**src/rtl/seven_seg_scanner_if.sv**
```systemverilog
// seven_seg_scanner_if
//   Bundles the load handshake and the display-side outputs of the
//   seven-segment scanner.
//   Signals:
//     load         - request to capture value (master -> slave)
//     value        - 4*NUM_DIGITS hex digits, digit 0 in bits [3:0]
//     load_ready   - high when a load will be accepted (slave -> master)
//     digit_nibble - code of the currently scanned digit
//     anode_n      - active-low digit enables, at most one low
//     frame_done   - one-cycle pulse on the last cycle of each frame
//   Modports: master (value source / observer), slave (scanner).
interface seven_seg_scanner_if #(
    parameter int unsigned NUM_DIGITS = 4
);
    logic                    load;
    logic [4*NUM_DIGITS-1:0] value;
    logic                    load_ready;
    logic [3:0]              digit_nibble;
    logic [NUM_DIGITS-1:0]   anode_n;
    logic                    frame_done;

    modport master (
        output load,
        output value,
        input  load_ready,
        input  digit_nibble,
        input  anode_n,
        input  frame_done
    );

    modport slave (
        input  load,
        input  value,
        output load_ready,
        output digit_nibble,
        output anode_n,
        output frame_done
    );
endinterface

```
**src/rtl/seven_seg_scanner.sv**
```systemverilog
// seven_seg_scanner
//   Time-multiplexed scan driver for a common-anode seven-segment display.
//   Each digit slot is REFRESH_DIV cycles: GUARD_CYCLES with all anodes off,
//   then the slot's digit enabled. New values go through a one-deep pending
//   register and are applied to the displayed value only at frame boundaries.
//   Ports:
//     clk   - clock
//     rst_n - asynchronous active-low reset
//     bus   - seven_seg_scanner_if.slave (load/value/load_ready handshake,
//             digit_nibble, anode_n, frame_done; all outputs registered)
//   Optional feature: define LEADING_ZERO_BLANK_EN to keep slots above the
//   most significant nonzero digit dark (digit 0 always lit).
module seven_seg_scanner #(
    parameter int unsigned NUM_DIGITS   = 4,
    parameter int unsigned REFRESH_DIV  = 50000,
    parameter int unsigned GUARD_CYCLES = 500
) (
    input  logic               clk,
    input  logic               rst_n,
    seven_seg_scanner_if.slave bus
);
    localparam int unsigned   CW         = $clog2(REFRESH_DIV);
    localparam int unsigned   IW         = $clog2(NUM_DIGITS);
    localparam int unsigned   VW         = 4 * NUM_DIGITS;
    localparam logic [CW-1:0] CNT_LAST   = CW'(REFRESH_DIV - 1);
    localparam logic [CW-1:0] GUARD_LAST = (GUARD_CYCLES == 0) ? '0 : CW'(GUARD_CYCLES - 1);
    localparam logic [IW-1:0] IDX_LAST   = IW'(NUM_DIGITS - 1);

    typedef enum logic {GUARD, ON} phase_t;

    phase_t                r_phase, w_phase_nxt;
    logic [CW-1:0]         r_cnt, w_cnt_nxt;
    logic [IW-1:0]         r_idx, w_idx_nxt;
    logic [VW-1:0]         r_disp, w_disp_nxt;
    logic [VW-1:0]         r_pend;
    logic                  r_pend_valid, w_pend_valid_nxt;
    logic [3:0]            r_digit_nibble, w_nibble_nxt;
    logic [NUM_DIGITS-1:0] r_anode_n, w_anode_nxt;
    logic                  r_frame_done, w_frame_done_nxt;
    logic                  w_slot_end, w_boundary, w_load_acc, w_lit;
`ifdef LEADING_ZERO_BLANK_EN
    logic [IW-1:0]         w_top;
`endif

    // Phase state register
    always_ff @(posedge clk or negedge rst_n) begin
        if (!rst_n) r_phase <= GUARD;
        else        r_phase <= w_phase_nxt;
    end

    // Next-state and registered-output precompute. Outputs are registered
    // from next-state values so they line up with the state they describe.
    always_comb begin
        w_slot_end  = (r_cnt == CNT_LAST);
        w_boundary  = w_slot_end && (r_idx == IDX_LAST);
        w_load_acc  = bus.load && !r_pend_valid;

        w_cnt_nxt   = w_slot_end ? '0 : r_cnt + 1'b1;
        w_idx_nxt   = r_idx;
        if (w_slot_end)
            w_idx_nxt = (r_idx == IDX_LAST) ? '0 : r_idx + 1'b1;

        w_phase_nxt = r_phase;
        case (r_phase)
            GUARD:   if (GUARD_CYCLES == 0 || r_cnt == GUARD_LAST) w_phase_nxt = ON;
            ON:      if (w_slot_end) w_phase_nxt = (GUARD_CYCLES == 0) ? ON : GUARD;
            default: w_phase_nxt = GUARD;
        endcase

        // Boundary transfer uses the pending flag as it stood before this
        // cycle, so a load accepted on the boundary waits a full frame.
        w_disp_nxt       = r_disp;
        w_pend_valid_nxt = r_pend_valid;
        if (w_boundary && r_pend_valid) begin
            w_disp_nxt       = r_pend;
            w_pend_valid_nxt = 1'b0;
        end
        if (w_load_acc)
            w_pend_valid_nxt = 1'b1;

        w_nibble_nxt = r_digit_nibble;
        for (int unsigned d = 0; d < NUM_DIGITS; d++) begin
            if (w_cnt_nxt == '0 && IW'(d) == w_idx_nxt)
                w_nibble_nxt = w_disp_nxt[4*d +: 4];
        end

`ifdef LEADING_ZERO_BLANK_EN
        w_top = '0;
        for (int unsigned d = 0; d < NUM_DIGITS; d++) begin
            if (w_disp_nxt[4*d +: 4] != 4'h0)
                w_top = IW'(d);
        end
        w_lit = (w_idx_nxt <= w_top);
`else
        w_lit = 1'b1;
`endif

        w_anode_nxt = '1;
        if (w_phase_nxt == ON && w_lit) begin
            for (int unsigned d = 0; d < NUM_DIGITS; d++) begin
                if (IW'(d) == w_idx_nxt)
                    w_anode_nxt[d] = 1'b0;
            end
        end

        w_frame_done_nxt = (w_idx_nxt == IDX_LAST) && (w_cnt_nxt == CNT_LAST);
    end

    always_ff @(posedge clk or negedge rst_n) begin
        if (!rst_n) begin
            r_cnt          <= '0;
            r_idx          <= '0;
            r_disp         <= '0;
            r_pend         <= '0;
            r_pend_valid   <= 1'b0;
            r_digit_nibble <= '0;
            r_anode_n      <= '1;
            r_frame_done   <= 1'b0;
        end else begin
            r_cnt          <= w_cnt_nxt;
            r_idx          <= w_idx_nxt;
            r_disp         <= w_disp_nxt;
            r_pend_valid   <= w_pend_valid_nxt;
            r_digit_nibble <= w_nibble_nxt;
            r_anode_n      <= w_anode_nxt;
            r_frame_done   <= w_frame_done_nxt;
            if (w_load_acc)
                r_pend <= bus.value;
        end
    end

    assign bus.load_ready   = !r_pend_valid;
    assign bus.digit_nibble = r_digit_nibble;
    assign bus.anode_n      = r_anode_n;
    assign bus.frame_done   = r_frame_done;
endmodule

```
**src/flat_wrapper.sv**
```systemverilog
// flat-port wrapper written by rule: the top's interface ports become plain ports
module seven_seg_scanner_flat 
#(
    parameter int unsigned NUM_DIGITS   = 4,
    parameter int unsigned REFRESH_DIV  = 50000,
    parameter int unsigned GUARD_CYCLES = 500
)
  (clk, rst_n, bus_load, bus_value, bus_load_ready, bus_digit_nibble, bus_anode_n, bus_frame_done);
  seven_seg_scanner_if #(.NUM_DIGITS(NUM_DIGITS)) bus_i ();
  input  logic clk;
  input  logic rst_n;
  input wire logic [$bits(bus_i.load)-1:0] bus_load;
  input wire logic [$bits(bus_i.value)-1:0] bus_value;
  output wire logic [$bits(bus_i.load_ready)-1:0] bus_load_ready;
  output wire logic [$bits(bus_i.digit_nibble)-1:0] bus_digit_nibble;
  output wire logic [$bits(bus_i.anode_n)-1:0] bus_anode_n;
  output wire logic [$bits(bus_i.frame_done)-1:0] bus_frame_done;
  assign bus_i.load = bus_load;
  assign bus_i.value = bus_value;
  assign bus_load_ready = bus_i.load_ready;
  assign bus_digit_nibble = bus_i.digit_nibble;
  assign bus_anode_n = bus_i.anode_n;
  assign bus_frame_done = bus_i.frame_done;
  seven_seg_scanner #(.NUM_DIGITS(NUM_DIGITS), .REFRESH_DIV(REFRESH_DIV), .GUARD_CYCLES(GUARD_CYCLES)) u_core (.clk(clk), .rst_n(rst_n), .bus(bus_i));
endmodule
```
**config.mk**
```make
export PLATFORM = sky130hd
export DESIGN_NAME = seven_seg_scanner_flat
export DESIGN_NICKNAME = d
export VERILOG_FILES = /design/src/rtl/seven_seg_scanner_if.sv /design/src/rtl/seven_seg_scanner.sv /design/src/flat_wrapper.sv
export SDC_FILE = /design/constraint.sdc
export NUM_CORES = 1
export LEC_CHECK = 0
export CAP_MARGIN = 0
export CORE_MARGIN = 10
export CORE_UTILIZATION = 45
export CTS_CLUSTER_DIAMETER = 200
export CTS_CLUSTER_SIZE = 16
export DETAILED_ROUTE_END_ITERATION = 8
export PLACE_DENSITY = 0.68
export SYNTH_ARGS = -nofsm -noshare
export SYNTH_HDL_FRONTEND = slang
export SYNTH_SLANG_ARGS = --single-unit
```
**constraint.sdc**
```tcl
create_clock -name clk -period 2.3 [get_ports clk]
set_input_delay 0.345 -clock clk [delete_from_list [all_inputs] [get_ports clk]]
set_output_delay 0.345 -clock clk [all_outputs]
set_load 0.03 [all_outputs]
```
==> impl_metrics.csv <==
group,metric,value,unit
critical_path,cp.required,2.51,ns
grt,grt_usage,13.84,%
timing,finClkSkew,0.01345,ns
timing,max_freq,423.5,MHz
synth,synth.distinct_cells,52,
drt,dr.pass1.iters,4,
status,status,"finished, violations left",
layout,fill_cells,535,
critical_path,path_common_cell,"buf_4",
layout,n_antenna_cell,0,
drt,vias,2309,
synth,ys_warn_count,0,
placed_design,place_area,3797,µm²
clock_network,hold_buffers,0,
grt,grt_max_degree,62,
critical_path,cpPeakStageDelay,0.41,ns
clock_network,htreeDepth,3,
clock_network,cts.sinks,61,
timing,timing.hold.ws,0.1560,ns
drt,wl_met3,248,µm
critical_path,cp_max_fo,4,
layout,final_core_utilization,63.28,%
critical_path,critPathCaptureType,"flip-flop",
drt,routed-wl-met2,3758,µm
grt,grt_pass1_vias,2401,
synth,synth_area_per_cell,12.21,µm²
critical_path,cp.arrival,2.57,ns
floorplanning,dieHeight,103.5,µm
job,cap_violations,0,
placed_design,gp_congestion,0.8300,
clock_network,cts_buffer_depth,2,
drt,wl,7368,µm
timing,fin_setup_tns,-0.1915,ns
drt,wl_met1,3273,µm
critical_path,cp_slowest_cell,"dfrtp_1",
layout,layoutNonFillerInstCount,435,
floorplanning,initial_utilization,46.17,%
placed_design,place_hpwl,4946,µm
floorplanning,core_area,6794,µm²
clock_network,cts_buffers,9,
placed_design,io_buffers,28,
grt,antenna_found_initial,0,
layout,final_nets,356,
floorplanning,row_count,30,
min_path,hold_path_class,"input port to asynchronous set/reset pin",
pwr,powerDensity,520.3,nW/µm²
drt,postRouteAntennaNets,0,
timing,rsz0062_at_grt,"yes",
synth,ys_seq_area_share,48.82,%
placed_design,place_inst,406,
floorplanning,die-area,10710,µm²
placed_design,pre_cts_slack,-0.1086,ns
drt,wl_per_cell,16.94,µm
synth,synth_nets,279,
drt,maxUsedRoutingLayer,"met4",
timing,worst_slew_pin_slew,0.7700,ns
clock_network,clockRootBuffer,"clkbuf_8",
synth,synth_edf_count,0,
layout,post-route-cell-area,4299,µm²
timing,finalHoldViolCount,0,
layout,seqCellArea,1536,µm²
pwr,totalPowerFinal,2.237,mW
drt,viasPerCell,5.308,
grt,grt.overflow.total,0,
critical_path,critPathLaunchType,"flip-flop",
timing,slew_headroom,48.67,%
pwr,ir_drop,0.0003261,V
timing,drv_slew,0,
synth,synth_cells,257,
critical_path,critPathKind,"flip-flop to flip-flop",
layout,final_layout_size_suffix_gt1_share,42.18,%
timing,fin_crit_sh,102.7,%
layout,multiInputGateArea,1675,µm²
timing,fin_ws,-0.06156,ns
layout,syn2layout_area_growth,37.06,%
clock_network,clk_latency,0.34,ns
synth,ys.flop_type,"dfrtp_1",
drt,drtIter0Drc,117,
clock_network,cts_tree,"done",
floorplanning,die_x,103.5,µm
floorplanning,num_io_pins,29,
timing,setup_violations,4,
clock_network,clk_pin_slew,0.07,ns
drt,drc,0,
synth,synth_area,3137,µm²
status,violations,"negative setup slack",
synth,synth-seq-cells,61,
critical_path,path_cells,"ha_4 -> and3_4 -> buf_4 -> a311oi_2 -> a41o_1 -> a41oi_2 -> nor4_4 -> buf_4 -> mux2_4",
pwr,cellLeakagePower,1.866,nW
synth,synthArstFlopShare,100.0,%
timing,finalWorstPathRequiredPeriod,2.362,ns
grt,grt_pass1_wl,11660,µm
-- sequential cells by signal, indices dropped and copies added, names as in the netlist --
register and count:
u_core.r_cnt 16, u_core.r_disp 16, u_core.r_pend 16, u_core.bus.anode_n 4
u_core.bus.digit_nibble 4, u_core.r_idx 2, u_core.bus.frame_done 1, u_core.r_pend_valid 1
u_core.r_phase 1
-- final timing paths --
check	start	end	slack, ns	cells past startpoint
hold / removal	rst_n	u_core.r_cnt[5]	0.16	2
hold reg to reg	u_core.r_pend[15]	u_core.r_disp[15]	0.53	1
setup / recovery	u_core.r_cnt[0]	u_core.bus.digit_nibble[1]	-0.06	9
max in group asynchronous	rst_n	u_core.r_cnt[9]	1.59	2
setup reg to reg	u_core.r_cnt[0]	u_core.bus.digit_nibble[1]	-0.06	9
min in group clk	u_core.r_pend[15]	u_core.r_disp[15]	0.53	1
-- cell usage after synthesis, types with 2 or more instances --
library cell | n | area, µm²
buf_4 | 2 | 15.01
buf_2 | 5 | 25.02
a21oi_1 | 2 | 10.01
xor2_1 | 6 | 52.55
nand2_1 | 13 | 48.80
ha_1 | 3 | 37.54
dfrtp_1 | 57 | 1426
nor2b_1 | 2 | 12.51
nor4_1 | 3 | 18.77
mux4_2 | 8 | 180.2
and2_1 | 5 | 31.28
dfstp_2 | 4 | 105.1
or3_1 | 5 | 31.28
mux2_1 | 4 | 45.04
nand4_1 | 7 | 43.79
mux2_2 | 32 | 360.4
o21ai_0 | 8 | 40.04
nor2_1 | 17 | 63.81
a211o_1 | 4 | 35.03
nand3_1 | 6 | 30.03
inv_1 | 6 | 22.52
mux2i_1 | 13 | 130.1
and3_1 | 2 | 12.51
xnor2_1 | 6 | 52.55
nor3_1 | 3 | 15.01
clkbuf_1 | 8 | 30.03
-- worst max-delay path, delay by kind of cell, from the launching register on --
kind,cells,cell delay (ns)
AOI/OAI and AO/OA,3,0.60
adders and majority gates,1,0.18
buffers and inverters,2,0.33
DFF,1,0.41
muxes,1,0.31
and+or+nand+nor,2,0.40
-- report_power, final --
part           switching [mW]  internal (mW)  leakage, nW
Sequential             0.0274           1.11        0.790
Combinational          0.0303         0.0584        0.967
Clock                   0.425          0.590        0.110
Total                   0.482           1.75         1.87
-- what timing repair did --
item                                   CTS  global route
setup buffers                            2             9
endpoints found under the hold margin    0             0
cloned                                   0             2
resized for setup                        2            36
setup endpoints to repair                4            24
pin swaps                                2            13
-- placed cells by master, fill, tap and decap left out, types with 2 or more instances in the layout --
master,instances
nor2_1,16
inv_1,6
or3_1,4
dfrtp_1,53
mux2_4,20
and2_1,5
buf_4,48
mux2_2,16
dfstp_2,4
xnor2_1,6
nor4_1,2
mux2i_1,12
nor4_4,3
mux4_2,8
nand4_1,7
nor3_1,3
or3_4,2
nand3_1,5
nand2_1,13
clkbuf_8,12
clkdlybuf4s50_1,27
a21oi_1,2
buf_6,2
a211o_1,4
ha_1,2
dfrtp_2,4
a311oi_2,2
clkbuf_16,2
o21ai_0,8
xor2_1,6
-- cell families after synthesis --
group | count (synthesis) | share of synthesized area, %
xor gates and xnor gates | 12 | 3.351
and+or+nand+nor | 77 | 14.56
adders and majority gates | 3 | 1.197
AOI/OAI and AO/OA | 25 | 6.182
DFF | 61 | 48.82
buffers and inverters | 22 | 3.071
muxes | 57 | 22.82
-- layout make-up --
type	count	area share [%]
clock inverter	3	1.019
inverter	7	0.6112
timing repair buffer	81	16.94
sequential	61	35.74
clock buffer	13	3.929
tap	96	2.794
multi-input combinational	174	38.97
-- routing by layer --
metal  GRT usage, %  vias up
met2          23.10       50
met3          3.322        8
met5              0        -
met1          16.78     1158
met4          5.668        0
li1               -     1093
No activity file was read; power rests on OpenSTA's default activity.
==> RTL change (config.mk and constraints unchanged) <==
Add a define of `LEADING_ZERO_BLANK_EN`.
--- a/src/rtl/seven_seg_scanner.sv
+++ b/src/rtl/seven_seg_scanner.sv
@@ -11,4 +11,6 @@
 //   Optional feature: define LEADING_ZERO_BLANK_EN to keep slots above the
 //   most significant nonzero digit dark (digit 0 always lit).
+`define LEADING_ZERO_BLANK_EN
+
 module seven_seg_scanner #(
     parameter int unsigned NUM_DIGITS   = 4,
Check against the original RTL: no difference found for any inputs over 10 cycles, from zero or initial values and one cycle with rst_n low; that may be too few to reach the edited logic, so the function may still have changed.
==> RTL change against the original RTL <==
The run still ends with setup timing left; fmax fell by 16%; setup slack worse by 0.47 ns; count of clock-buffer cells in the layout decreased by 4; cell area is 2.7% lower; die area is 4.4% lower; critical path depth up 4; power rose by 2.2%; sequential share of layout area grew 0.89 points; wire length is 0.34% higher; sequential cell count is the same; area after synthesis down 5.4%; via count increased by 5.3%; core utilization up 2.2 points; critical path type unchanged; critical endpoint is now u_core.bus.anode_n[0]; largest cell class is now registers.
==> RTL change: results (changes against the original RTL) <==
- Outcome: complete, but fails checks (unchanged).
- Failing checks: setup timing (unchanged).
- The count of filler cells inserted in the layout is 494 (was 535).
- The wire length of the first global-routing pass is 12,500 µm (was 11,700 µm).
- The number of nets in the finished design came to 389 (was 356).
- The final setup violation count is 9 (was 4).
- The count of vias placed by the detailed router is 2,432 (was 2,309).
- The mux contribution to synthesized area was 10.8% (was 22.8%).
- The compound-gate portion of the synthesized area is 7.80% (was 6.18%).
- The maximum number of pins on one net before global-route repair came to 33 (was 62).
- The share of layout cells above drive strength 1 came to 39.8% (was 42.2%).
- The final RePlAce weighted congestion is 0.956 (was 0.830).
- The leakage power summed over all cells is 2.01 nW (was 1.87 nW).
- The total detailed-routing wirelength is 7390 µm (was 7370 µm).
- The global-route usage over all layers is 15.3% (was 13.8%).
- The portion of the post-synthesis area used by sequential elements is 51.6% (was 48.8%).
- The arrival time of data at the critical path endpoint is 3.08 ns (was 2.57 ns).
- The final worst clock skew is 0.00850 ns (was 0.0134 ns).
- The via count of the first global-routing pass is 2,565 (was 2,401).
- The fraction of met2 tracks used by global routing was 24.3% (was 23.1%).
- The final non-filler cell total is 446 (was 435).
- Leading post-synthesis cells by instance count: dfrtp_1 (57), nand2_1 (24), mux2_2 (23) (was dfrtp_1 (57), mux2_2 (32), nor2_1 (17)).
- The met3 layer usage reported by global route is 4.08% (was 3.32%).
- The xor/xnor cell area share of the yosys netlist was 3.84% (was 3.35%).
- The cell area reported after detailed placement was 3830 µm² (was 3800 µm²).
- The worst-case reg-to-reg path depth is 13 (was 9).
- The slack of the critical path came to -0.527 ns (was -0.0616 ns).
- The post-synthesis share of cell area spent on full adders, half adders and majority gates is 2.53% (was 1.20%).
- The met1 routing resource usage after global routing is 19.4% (was 16.8%).
- The total instance count after detailed placement came to 426 (was 406).
- The number of distinct library cells after synthesis was 50 (was 52).
- The switching portion of total power was 22.3% (was 21.6%).
## RTL change: metal layers
metal	vias up	routed length, µm
li1	1157	-
met5	-	0
met1	1198	3300
met4	0	99
met3	8	383
met2	69	3610
## RTL change: area by class of cell
class	instances	area (µm²)	area share, %
tap	77	96.3	2.30
timing repair buffer	100	831	19.9
clock inverter	7	100	2.39
clock buffer	9	124	2.96
inverter	10	37.5	0.897
multi-input combinational	182	1460	35.0
sequential	61	1530	36.6
## RTL change: cell families after synthesis
logic type	count (synthesis)
buf+inv	22
compound gates	33
fa+ha+maj	6
xor+xnor	13
simple gates	101
flops	61
mux	29
## RTL change: path summary, 6_finish.rpt
| kind | startpoint | end | slack, ns |
|---|---|---|---|
| min | rst_n | u_core.r_cnt[11] | 0.02 |
| max reg2reg | u_core.r_cnt[11] | u_core.bus.anode_n[0] | -0.53 |
| max | u_core.r_cnt[11] | u_core.bus.anode_n[0] | -0.53 |
| max in group asynchronous | rst_n | u_core.r_pend[0] | 1.96 |
| min in group clk | u_core.r_pend[4] | u_core.r_pend[4] | 0.51 |
| min reg2reg | u_core.r_pend[4] | u_core.r_pend[4] | 0.51 |
## RTL change: what timing repair did
action	CTS	global route
buffers inserted	4	1
endpoints found under the hold margin	0	0
gates resized for setup	23	3
pin swaps	17	2
setup endpoints to repair	9	9
## RTL change: power by group through the flow
stage,Combinational [mW],Sequential (mW),Clock (mW)
floorplan,0.0324,1.14,0
global placement,0.0857,1.15,0
detailed placement,0.0896,1.15,0
CTS,0.0895,1.13,1.09
global route,0.0977,1.14,1.13
finish,0.0868,1.13,1.07
## RTL change: worst max-delay path: stages, from the launching register on
cell and delay, ns:
dfrtp_1 0.41, nor4_4 0.27, buf_4 0.18, nand4_4 0.12, buf_6 0.16, o21ai_4 0.13
nand2_2 0.07, or4_4 0.51, nor4_4 0.17, ha_1 0.30, a21oi_2 0.15, a21oi_2 0.05
nor2_2 0.13, nand3_1 0.10
